===== src/rtl/tpu_host_seq.sv =====
// Host-side command sequencer for the TPU core's memory-mapped port.
// Takes one command at a time over a valid/ready channel and replays it as
// the address / r_w / data pattern the core decoder expects, including the
// per-command hold times, the post-multiply busy window and a one-cycle gap
// between commands. Bus outputs are registered so they change only on edges.
//
// Handshakes: a transfer happens on a rising edge where valid and ready are
// both high; the producer holds valid (and payload) stable until that edge,
// and ready never depends combinationally on valid.
module tpu_host_seq #(
  parameter int ADDRW     = 16,
  parameter int DATAW     = 64,
  parameter int MM_CYCLES = 23,
  parameter int C_WR_HOLD = 3,
  parameter int C_RD_HOLD = 2
) (
  input  logic             clk,
  input  logic             rst,
  input  logic             cmd_valid,
  output logic             cmd_ready,
  input  logic [2:0]       cmd_op,
  input  logic [2:0]       cmd_row,
  input  logic             cmd_half,
  input  logic [DATAW-1:0] cmd_data,
  output logic             rsp_valid,
  input  logic             rsp_ready,
  output logic [DATAW-1:0] rsp_data,
  output logic             busy,
  output logic             err,
  output logic             tpu_r_w,
  output logic [ADDRW-1:0] tpu_addr,
  output logic [DATAW-1:0] tpu_dataIn,
  input  logic [DATAW-1:0] tpu_dataOut
);

  typedef enum logic [2:0] {
    IDLE    = 3'd0,
    ISSUE   = 3'd1,
    WAIT_MM = 3'd2,
    RESP    = 3'd3,
    GAP     = 3'd4
  } state_t;

  localparam logic [2:0] OP_WR_A   = 3'd0;
  localparam logic [2:0] OP_WR_B   = 3'd1;
  localparam logic [2:0] OP_WR_C   = 3'd2;
  localparam logic [2:0] OP_RD_C   = 3'd3;
  localparam logic [2:0] OP_MATMUL = 3'd4;

  // Counter preload values are "cycles minus one": the counter reaches zero
  // on the final cycle of the phase.
  localparam logic [4:0] WR_C_LOAD = 5'(C_WR_HOLD - 1);
  localparam logic [4:0] RD_C_LOAD = 5'(C_RD_HOLD - 1);
  localparam logic [4:0] MM_LOAD   = 5'(MM_CYCLES - 1);

  state_t           state_q;
  logic [2:0]       op_q;
  logic [4:0]       cnt_q;
  logic             r_w_q;
  logic [ADDRW-1:0] addr_q;
  logic [DATAW-1:0] din_q;
  logic [DATAW-1:0] rsp_data_q;
  logic             err_q;

  logic [15:0]      dec_addr;
  logic [4:0]       dec_hold;
  logic             dec_legal;
  logic             dec_write_data;

  // Decode the incoming command into its core address and hold length.
  always_comb begin
    dec_addr       = 16'h0000;
    dec_hold       = 5'd0;
    dec_legal      = 1'b1;
    dec_write_data = 1'b0;
    case (cmd_op)
      OP_WR_A: begin
        dec_addr       = 16'h0100 + {10'd0, cmd_row, 3'b000};
        dec_write_data = 1'b1;
      end
      OP_WR_B: begin
        dec_addr       = 16'h0200 + {10'd0, cmd_row, 3'b000};
        dec_write_data = 1'b1;
      end
      OP_WR_C: begin
        dec_addr       = 16'h0300 + {9'd0, cmd_row, cmd_half, 3'b000};
        dec_hold       = WR_C_LOAD;
        dec_write_data = 1'b1;
      end
      OP_RD_C: begin
        dec_addr = 16'h0300 + {9'd0, cmd_row, cmd_half, 3'b000};
        dec_hold = RD_C_LOAD;
      end
      OP_MATMUL: dec_addr = 16'h0400;
      default:   dec_legal = 1'b0;
    endcase
  end

  // Sequencer FSM: one shared down-counter times both the bus hold and the
  // multiply busy window; bus outputs are loaded on transitions.
  always_ff @(posedge clk) begin
    if (rst) begin
      state_q    <= IDLE;
      op_q       <= 3'd0;
      cnt_q      <= 5'd0;
      r_w_q      <= 1'b0;
      addr_q     <= '0;
      din_q      <= '0;
      rsp_data_q <= '0;
      err_q      <= 1'b0;
    end else begin
      err_q <= 1'b0;
      case (state_q)
        IDLE: begin
          if (cmd_valid) begin
            op_q <= cmd_op;
            if (dec_legal) begin
              state_q <= ISSUE;
              cnt_q   <= dec_hold;
              addr_q  <= ADDRW'(dec_addr);
              r_w_q   <= (cmd_op != OP_RD_C);
              din_q   <= dec_write_data ? cmd_data : '0;
            end else begin
              err_q <= 1'b1;
            end
          end
        end
        ISSUE: begin
          if (cnt_q == 5'd0) begin
            addr_q <= '0;
            r_w_q  <= 1'b0;
            din_q  <= '0;
            if (op_q == OP_MATMUL) begin
              state_q <= WAIT_MM;
              cnt_q   <= MM_LOAD;
            end else if (op_q == OP_RD_C) begin
              // The core's read data is valid on the last address-hold cycle.
              rsp_data_q <= tpu_dataOut;
              state_q    <= RESP;
            end else begin
              state_q <= GAP;
            end
          end else begin
            cnt_q <= cnt_q - 5'd1;
          end
        end
        WAIT_MM: begin
          if (cnt_q == 5'd0) state_q <= GAP;
          else               cnt_q   <= cnt_q - 5'd1;
        end
        RESP: begin
          if (rsp_ready) state_q <= GAP;
        end
        GAP:     state_q <= IDLE;
        default: state_q <= IDLE;
      endcase
    end
  end

  assign cmd_ready  = (state_q == IDLE);
  assign busy       = (state_q != IDLE);
  assign rsp_valid  = (state_q == RESP);
  assign rsp_data   = rsp_data_q;
  assign err        = err_q;
  assign tpu_r_w    = r_w_q;
  assign tpu_addr   = addr_q;
  assign tpu_dataIn = din_q;

endmodule


===== config.mk =====
export PLATFORM = sky130hd
export DESIGN_NAME = tpu_host_seq
export DESIGN_NICKNAME = d
export VERILOG_FILES = /design/src/rtl/tpu_host_seq.sv
export SDC_FILE = /design/constraint.sdc
export NUM_CORES = 1
export LEC_CHECK = 0
export ABC_AREA = 1
export BUFFER_PORTS_ARGS = -buffer_cell sky130_fd_sc_hd__buf_2
export CAP_MARGIN = 0
export CORE_MARGIN = 4
export CORE_UTILIZATION = 35
export CTS_CLUSTER_SIZE = 25
export DETAILED_ROUTE_END_ITERATION = 8
export PLACE_DENSITY = 0.67
export SLEW_MARGIN = 25
export SYNTH_ARGS = -nofsm -noshare
export SYNTH_HDL_FRONTEND = slang
export SYNTH_SLANG_ARGS = --single-unit

===== constraint.sdc =====
create_clock -name clk -period 1.7 [get_ports clk]
set_input_delay 0.34 -clock clk [delete_from_list [all_inputs] [get_ports clk]]
set_output_delay 0.34 -clock clk [all_outputs]
set_load 0.01 [all_outputs]

==> results of run 1 <==
-- worst max path at each step --
stage                         from             end  cells after the start
after detailed placement  cnt_q[1]  tpu_dataIn[19]                     10
after global routing      cnt_q[0]  tpu_dataIn[17]                     11
final                     cnt_q[0]    rsp_data[42]                      9
after global placement    cnt_q[0]  tpu_dataIn[20]                     10
after floorplan           cnt_q[0]  tpu_dataIn[55]                     11
after CTS                 cnt_q[1]   tpu_dataIn[9]                     10
-- worst reg2reg max path, stage by stage (launching register included) --
cell	delay, ns
dfxtp_1	0.30
inv_1	0.08
ha_2	0.20
nand2_2	0.08
nor2_4	0.14
nand2_4	0.10
buf_4	0.15
buf_12	0.15
nor3_1	0.27
nor2_1	0.10
-- Yosys cell counts, drive strengths merged --
cell type | number | area share
nand2 | 37 | 0.024
nor3 | 66 | 0.053
nand3 | 18 | 0.016
a211oi | 3 | 0.0043
o21ai | 207 | 0.20
inv | 89 | 0.052
nand4 | 1 | 0.00098
or2 | 1 | 0.00098
o22ai | 1 | 0.00098
o211a | 1 | 0.0016
conb | 1 | 0.00059
nor2 | 150 | 0.094
o211ai | 1 | 0.0033
buf | 48 | 0.064
clkbuf | 19 | 0.011
a21oi | 15 | 0.012
dfxtp | 148 | 0.46
ha | 1 | 0.0020
-- cells by family (layout without fill, tap and decap cells) --
kind of cell	Yosys count	after routing	synth area share
and+or+nand+nor	273	273	0.1884
AOI/OAI and AO/OA	228	228	0.2189
buffers and inverters	156	436	0.1272
DFF	148	148	0.4629
adders and majority gates	1	1	0.001954
other	1	9	0.0005858
-- metal layers --
metal,part of all wire,track usage,vias up
li1,-,-,3176
met1,0.43,0.2189,2872
met2,0.45,0.2770,269
met3,0.10,0.06296,17
met4,0.012,0.05401,0
met5,0,0,-
-- layout make-up --
cell class | instances | area (um2) | share of cell area
sequential | 148 | 2968 | 0.3323
clock inverter | 15 | 210.2 | 0.02353
tap | 229 | 286.5 | 0.03208
inverter | 89 | 334.1 | 0.03740
clock buffer | 17 | 425.4 | 0.04763
timing repair buffer | 315 | 1992 | 0.2230
multi-input combinational | 511 | 2716 | 0.3041
-- what timing repair did --
item / CTS / global route
endpoints found under the setup margin: 7 / 71
gates resized for setup: 3 / 35
gates cloned: 0 / 6
setup buffers: 0 / 9
pin swaps: 0 / 5
-- where the power goes --
| part | internal [mW] | leakage, nW | switching (mW) |
|---|---|---|---|
| clock network | 2.39 | 0.306 | 1.66 |
| registers | 4.34 | 1.21 | 0.535 |
| logic | 3.25 | 2.94 | 3.95 |
-- through the flow --
step / hold WS (ns) / setup slack, ns / area (um2) / utilization / setup TNS (ns)
final: 0.1506 / 0.01873 / 8932 / 0.4972 / 0
after global routing: 0.1402 / -0.04381 / 8932 / 0.4972 / -0.5248
after CTS: 0.1247 / 0.003451 / 8576 / 0.4774 / 0
after detailed placement: 0.4737 / -0.01068 / 7929 / 0.4414 / -0.01068
after global placement: 0.4665 / 0.05155 / 7929 / 0.4414 / 0
after floorplan: 0.4441 / 0.1515 / 6431 / - / 0
-- sequential cells by signal, indices dropped and copies added, names as in the netlist --
signal and cells:
rsp_data 64, cnt_q 5, state_q 3, tpu_dataIn 64, op_q 3, tpu_r_w 1
tpu_addr 7, err 1
-- layout by cell type (no fill, tap or decap), types with 2 or more instances in the layout --
| cell | Yosys | layout |
|---|---|---|
| clkinvlp_4 | 0 | 2 |
| nand3_1 | 16 | 14 |
| buf_2 | 16 | 278 |
| nor2_4 | 1 | 2 |
| inv_6 | 0 | 5 |
| o21ai_2 | 60 | 65 |
| a21oi_1 | 15 | 15 |
| nand3_2 | 2 | 4 |
| nor3_1 | 65 | 65 |
| clkbuf_16 | 0 | 23 |
| inv_1 | 86 | 83 |
| dfxtp_2 | 0 | 4 |
| o21ai_1 | 103 | 103 |
| buf_12 | 1 | 13 |
| nand2_1 | 32 | 31 |
| conb_1 | 1 | 9 |
| buf_6 | 11 | 4 |
| bufinv_16 | 0 | 3 |
| nor2_2 | 12 | 11 |
| a211oi_1 | 2 | 2 |
| buf_4 | 14 | 12 |
| buf_16 | 0 | 2 |
| inv_2 | 3 | 6 |
| nand2_2 | 5 | 3 |
| nor2_1 | 137 | 137 |
| nand2_4 | 0 | 2 |
| dfxtp_1 | 148 | 144 |
| o21ai_0 | 44 | 39 |
| inv_8 | 0 | 4 |
==> qor.yml, run 1 <==
die:
  ios: 288
  die_width_um: 143.2
  start_util: 0.3563
  die_h_um: 143.2
  coreArea_um2: 17960
  dieArea_um2: 20520
  fp-row-count: 49
clock_network:
  numCtsBuffers: 17
  cts_root_buffer: "clkbuf_16"
  clk_latency_ns: 0.42
  cts_buffer_depth: 2
  clock-sinks: 148
  cts_hold_buf: 0
  cts_tree: "done"
  htreeDepth: 4
  clk_pin_slew_ns: 0.07
synthesis:
  ys_types: 33
  netlist_instances: 807
  synth_seq_cells: 148
  yosys_warnings: 0
  syn-cell-area_um2: 6401
  seq_area_frac_synth: 0.4629
  synth_area_per_cell_um2: 7.932
global_route:
  grt_max_degree: 71
  grt.total_usage: 0.1731
  antenna_found_initial: 0
  grt_pass1_wl_um: 29080
  grt_pass1_vias: 6010
  grt-ovfl-total: 0
power:
  p_per_area_nw_per_um2: 1804
  p_leak_nw: 4.456
  finalPower_mw: 16.12
  vdd_drop_max_mv: 1.099
finish:
  syn_to_final_growth_pct: 39.54
  final_nets: 1222
  drive_above_1_share: 0.4110
  fill_cells: 1711
  diodes: 0
  stdcell_count: 1324
sta:
  setup_viol: 0
  finalCriticalPeriod_ns: 1.681
  post-route-period-util: 0.9890
  drv_slew: 0
  fin_skew_ns: 0.009321
  fmaxAchievable_ghz: 0.5948
  hold_viol: 0
setup_path:
  reg2reg_to: "rsp_data[42]"
  r2r-start: "cnt_q[0]"
  cp_data_arrival_time_ns: 1.98
  critical_path_class: "register to register"
  path_cells: "inv_1 > ha_2 > nand2_2 > nor2_4 > nand2_4 > buf_4 > buf_12 > nor3_1 > nor2_1"
  crit_path_top_delay_cell: "dfxtp_1"
  path_buf_inv: 3
  required_ns: 2.00
  critPathMaxStageDelay_ns: 0.30
  cpLargestDelayFamily: "simple AND/OR/NAND/NOR gates"
  crit_fanout: 30
  critPathLaunchType: "register"
  end_kind: "register"
  r2r_cells: 9
  ff2ff_setup_slack_ns: 0.02
detailed_routing:
  wl_per_cell_um: 14.28
  drt-initial-drc-count: 270
  remaining_drc_errors: 0
  drtAntennaViolNets: 0
  vias: 6334
  drt-total-wl_um: 18910
  firstDrtPassIters: 5
  via_per_inst: 4.784
worst_hold_path:
  hold_depth: 3
  min_from: "tpu_dataOut[9]"
  hold_path_end: "rsp_data[9]"
  hold_class: "primary input to register"
place:
  place_inst: 1277
  dp_hpwl_um: 12310
  place_congestion: 0.7857
  port_buffers: 278
run_status:
  status: "complete, no violations"
run:
  maxCapViolations: 0
(Power assumes the default switching activity.)
==> run 2: changes to the inputs <==
--- a/config.mk
+++ b/config.mk
@@ -6,13 +6,13 @@
 export NUM_CORES = 1
 export LEC_CHECK = 0
 export ABC_AREA = 1
-export BUFFER_PORTS_ARGS = -buffer_cell sky130_fd_sc_hd__buf_2
 export CAP_MARGIN = 0
 export CORE_MARGIN = 4
 export CORE_UTILIZATION = 35
 export CTS_CLUSTER_SIZE = 25
 export DETAILED_ROUTE_END_ITERATION = 8
-export PLACE_DENSITY = 0.67
+export DONT_BUFFER_PORTS = 1
+export PLACE_DENSITY = 0.54
 export SLEW_MARGIN = 25
 export SYNTH_ARGS = -nofsm -noshare
 export SYNTH_HDL_FRONTEND = slang
==> run 2 against run 1 <==
The flow now finishes with violations (hold timing); final area fell by 15%; sequential share of layout area rose by 5.9 points; register-to-register slack improved by 0.07 ns; maximum frequency rose by 3.9%; wire length fell by 8.1%; die area did not move; sequential power rose by 11%; largest power group unchanged; highest routed layer unchanged.
==> qor.yml, run 2 (synthesis results as in run 1) <==
global_route:
  grt_pass1_wl_um: 25920  # -11%
  grt_pass1_vias: 4864  # -19%
  grt.total_usage: 0.1574  # -0.01576
  grt_max_degree: 72  # +1.4%
  antenna_found_initial: 0  # unchanged
  grt-ovfl-total: 0  # unchanged
detailed_routing:
  drt-total-wl_um: 17390  # -8.1%
  wl_per_cell_um: 16.43  # +15%
  via_per_inst: 4.874  # +1.9%
  drtAntennaViolNets: 0  # unchanged
  firstDrtPassIters: 4  # -1
  remaining_drc_errors: 0  # unchanged
  vias: 5157  # -19%
  drt-initial-drc-count: 225  # -17%
power:
  vdd_drop_max_mv: 0.9524  # -13%
  pwr-share-clk: 0.260  # +0.009
  seqPwrFrac: 0.359  # +0.057
  p_int_mw: 9.368  # -6.1%
  p_sw_frac: 0.3766  # -0.004573
  pwr-share-comb: 0.381  # -0.065
  finalPower_mw: 15.03  # -6.8%
  p_switching_mw: 5.661  # -7.9%
  p_leak_nw: 3.192  # -28%
  p_per_area_nw_per_um2: 1987  # +10%
sta:
  drv_slew: 0  # unchanged
  fmaxAchievable_ghz: 0.6183  # +3.9%
  fin_skew_ns: 0.01098  # +0.001655 ns
  post-route-period-util: 0.9514  # -0.03755
  setup_viol: 0  # unchanged
  finalCriticalPeriod_ns: 1.617  # -0.06384 ns
  holdWs_ns: -0.01172  # -0.1623 ns
  hold_viol: 15  # +15
finish:
  fin_area_um2: 7565  # -15%
  final_cell_mix: "148 x dfxtp_1, 137 x nor2_1, 108 x o21ai_1"
  drive_above_1_share: 0.2135  # -0.1974
  syn_to_final_growth_pct: 18.18
  diodes: 0  # unchanged
  layout_commonest_cell: "dfxtp_1"
  final_nets: 956  # -22%
clock_network:
  cts_root_buffer: "clkbuf_16"
  clk_latency_ns: 0.42  # about the same
  htreeDepth: 4  # unchanged
  clk_pin_slew_ns: 0.07  # about the same
  clock-sinks: 148  # unchanged
  cts_buffer_depth: 2  # unchanged
  cts_hold_buf: 1  # +1
  cts_tree: "done"
  numCtsBuffers: 17  # unchanged
die:
  die_width_um: 143.2  # unchanged
  ios: 288  # unchanged
  dieArea_um2: 20520  # unchanged
  die_h_um: 143.2  # unchanged
  fp-row-count: 49  # unchanged
  start_util: 0.3563  # unchanged
  coreArea_um2: 17960  # unchanged
place:
  place_congestion: 0.7974  # +1.5%
  dpl_cell_area_um2: 6658  # -16%
  port_buffers: 0  # -100%
  dp_hpwl_um: 11230  # -8.8%
setup_path:
  end_kind: "primary output"
  required_ns: 1.36  # -0.64 ns
  cp_data_arrival_time_ns: 1.28  # -0.70 ns
  path_cells: "inv_1 > nor2_1 > buf_4"
  crit_path_top_delay_cell: "dfxtp_1"
  crit_cells: 3  # -6
  r2r-start: "cnt_q[1]"
  critPathMaxStageDelay_ns: 0.45  # +0.15 ns
  ff2ff_setup_slack_ns: 0.09  # +0.07 ns
  critPathLaunchType: "register"
  crit_fanout: 5  # -83%
  critical_path_class: "register to primary output"
  cpLargestDelayFamily: "flip-flops"
  reg2reg_to: "tpu_addr[9]"
  path_buf_inv: 2  # -1
  r2r_cells: 11  # +2
worst_hold_path:
  hold_class: "primary input to register"
  min_from: "rst"
  hold_path_end: "tpu_dataIn[32]"
  hold_depth: 1  # -2
run_status:
  status: "finished with violations"
  failed_checks: "hold timing"
run:
  maxCapViolations: 0  # unchanged
run 2: changes by cell type in the layout (fill, tap and decap cells not counted), moves of 4 or more:
cell and delta:
buf_2 -278, o21ai_1 +5, buf_4 +13, inv_8 -4, dfxtp_1 +4, dfxtp_2 -4, o21ai_2 -5
run 2: worst max-delay path by stage:
stage | to | from | slack (ns)
global placement | tpu_dataIn[11] | cnt_q[0] | 0.03
detailed placement | tpu_dataIn[11] | cnt_q[0] | -0.02
CTS | rsp_data[1] | cnt_q[0] | 0.01
finish | rsp_valid | state_q[0] | 0.08
floorplan | tpu_dataIn[55] | cnt_q[0] | 0.15
global route | rsp_data[19] | cnt_q[1] | -0.01
run 2: timing repair:
action | CTS | global route
buffers inserted | 4 | 5
pin swaps | 4 | 4
gates cloned | 2 | 4
endpoints found under the hold margin | 70 | 69
setup endpoints to repair | 9 | 107
gates resized for setup | 2 | 19
run 2: cell type report:
class                      count  area, um2
timing repair buffer          49      658.1
clock buffer                  19      442.9
clock inverter                13      168.9
fill                        1797      10400
tap                          229      286.5
multi-input combinational    511       2711
inverter                      89      334.1
sequential                   148       2963
run 2: per-layer routing:
metal	routed length [um]	global-route usage	part of all wire	vias to the layer above
met1	7392	0.2015	0.43	2293
met4	209	0.04163	0.012	0
met5	0	0	0	-
li1	-	-	-	2639
met3	1775	0.07468	0.10	17
met2	8010	0.2396	0.46	208
run 2: worst reg2reg max path, cell delays in order, from the launching register on:
cell and delay [ns]:
dfxtp_1 0.32, inv_1 0.05, ha_2 0.19, nand2_2 0.10, nor2_4 0.04, nand2_2 0.09
nand2_4 0.10, buf_12 0.15, buf_16 0.13, buf_4 0.14, o21ai_0 0.13, a21oi_1 0.05
run 2: stage by stage:
step	worst slack, ns	util	instances	TNS, ns
after floorplan	0.1515	-	815	0
after global placement	0.03047	0.3706	1010	0
after detailed placement	-0.02322	0.3706	1010	-0.03873
after CTS	0.01156	0.4104	1049	0
after global routing	-0.01214	0.4211	1058	-0.08053
final	0.08256	0.4211	1058	0
run 2: power by group through the flow:
stage | Combinational (mW) | Clock (mW) | Sequential [mW]
after CTS | 5.43 | 4.01 | 5.41
after global routing | 6.44 | 4.17 | 5.52
final | 5.73 | 3.90 | 5.39
after floorplan | 4.10 | 0 | 5.23
after global placement | 4.99 | 0 | 5.49
after detailed placement | 5.04 | 0 | 5.48
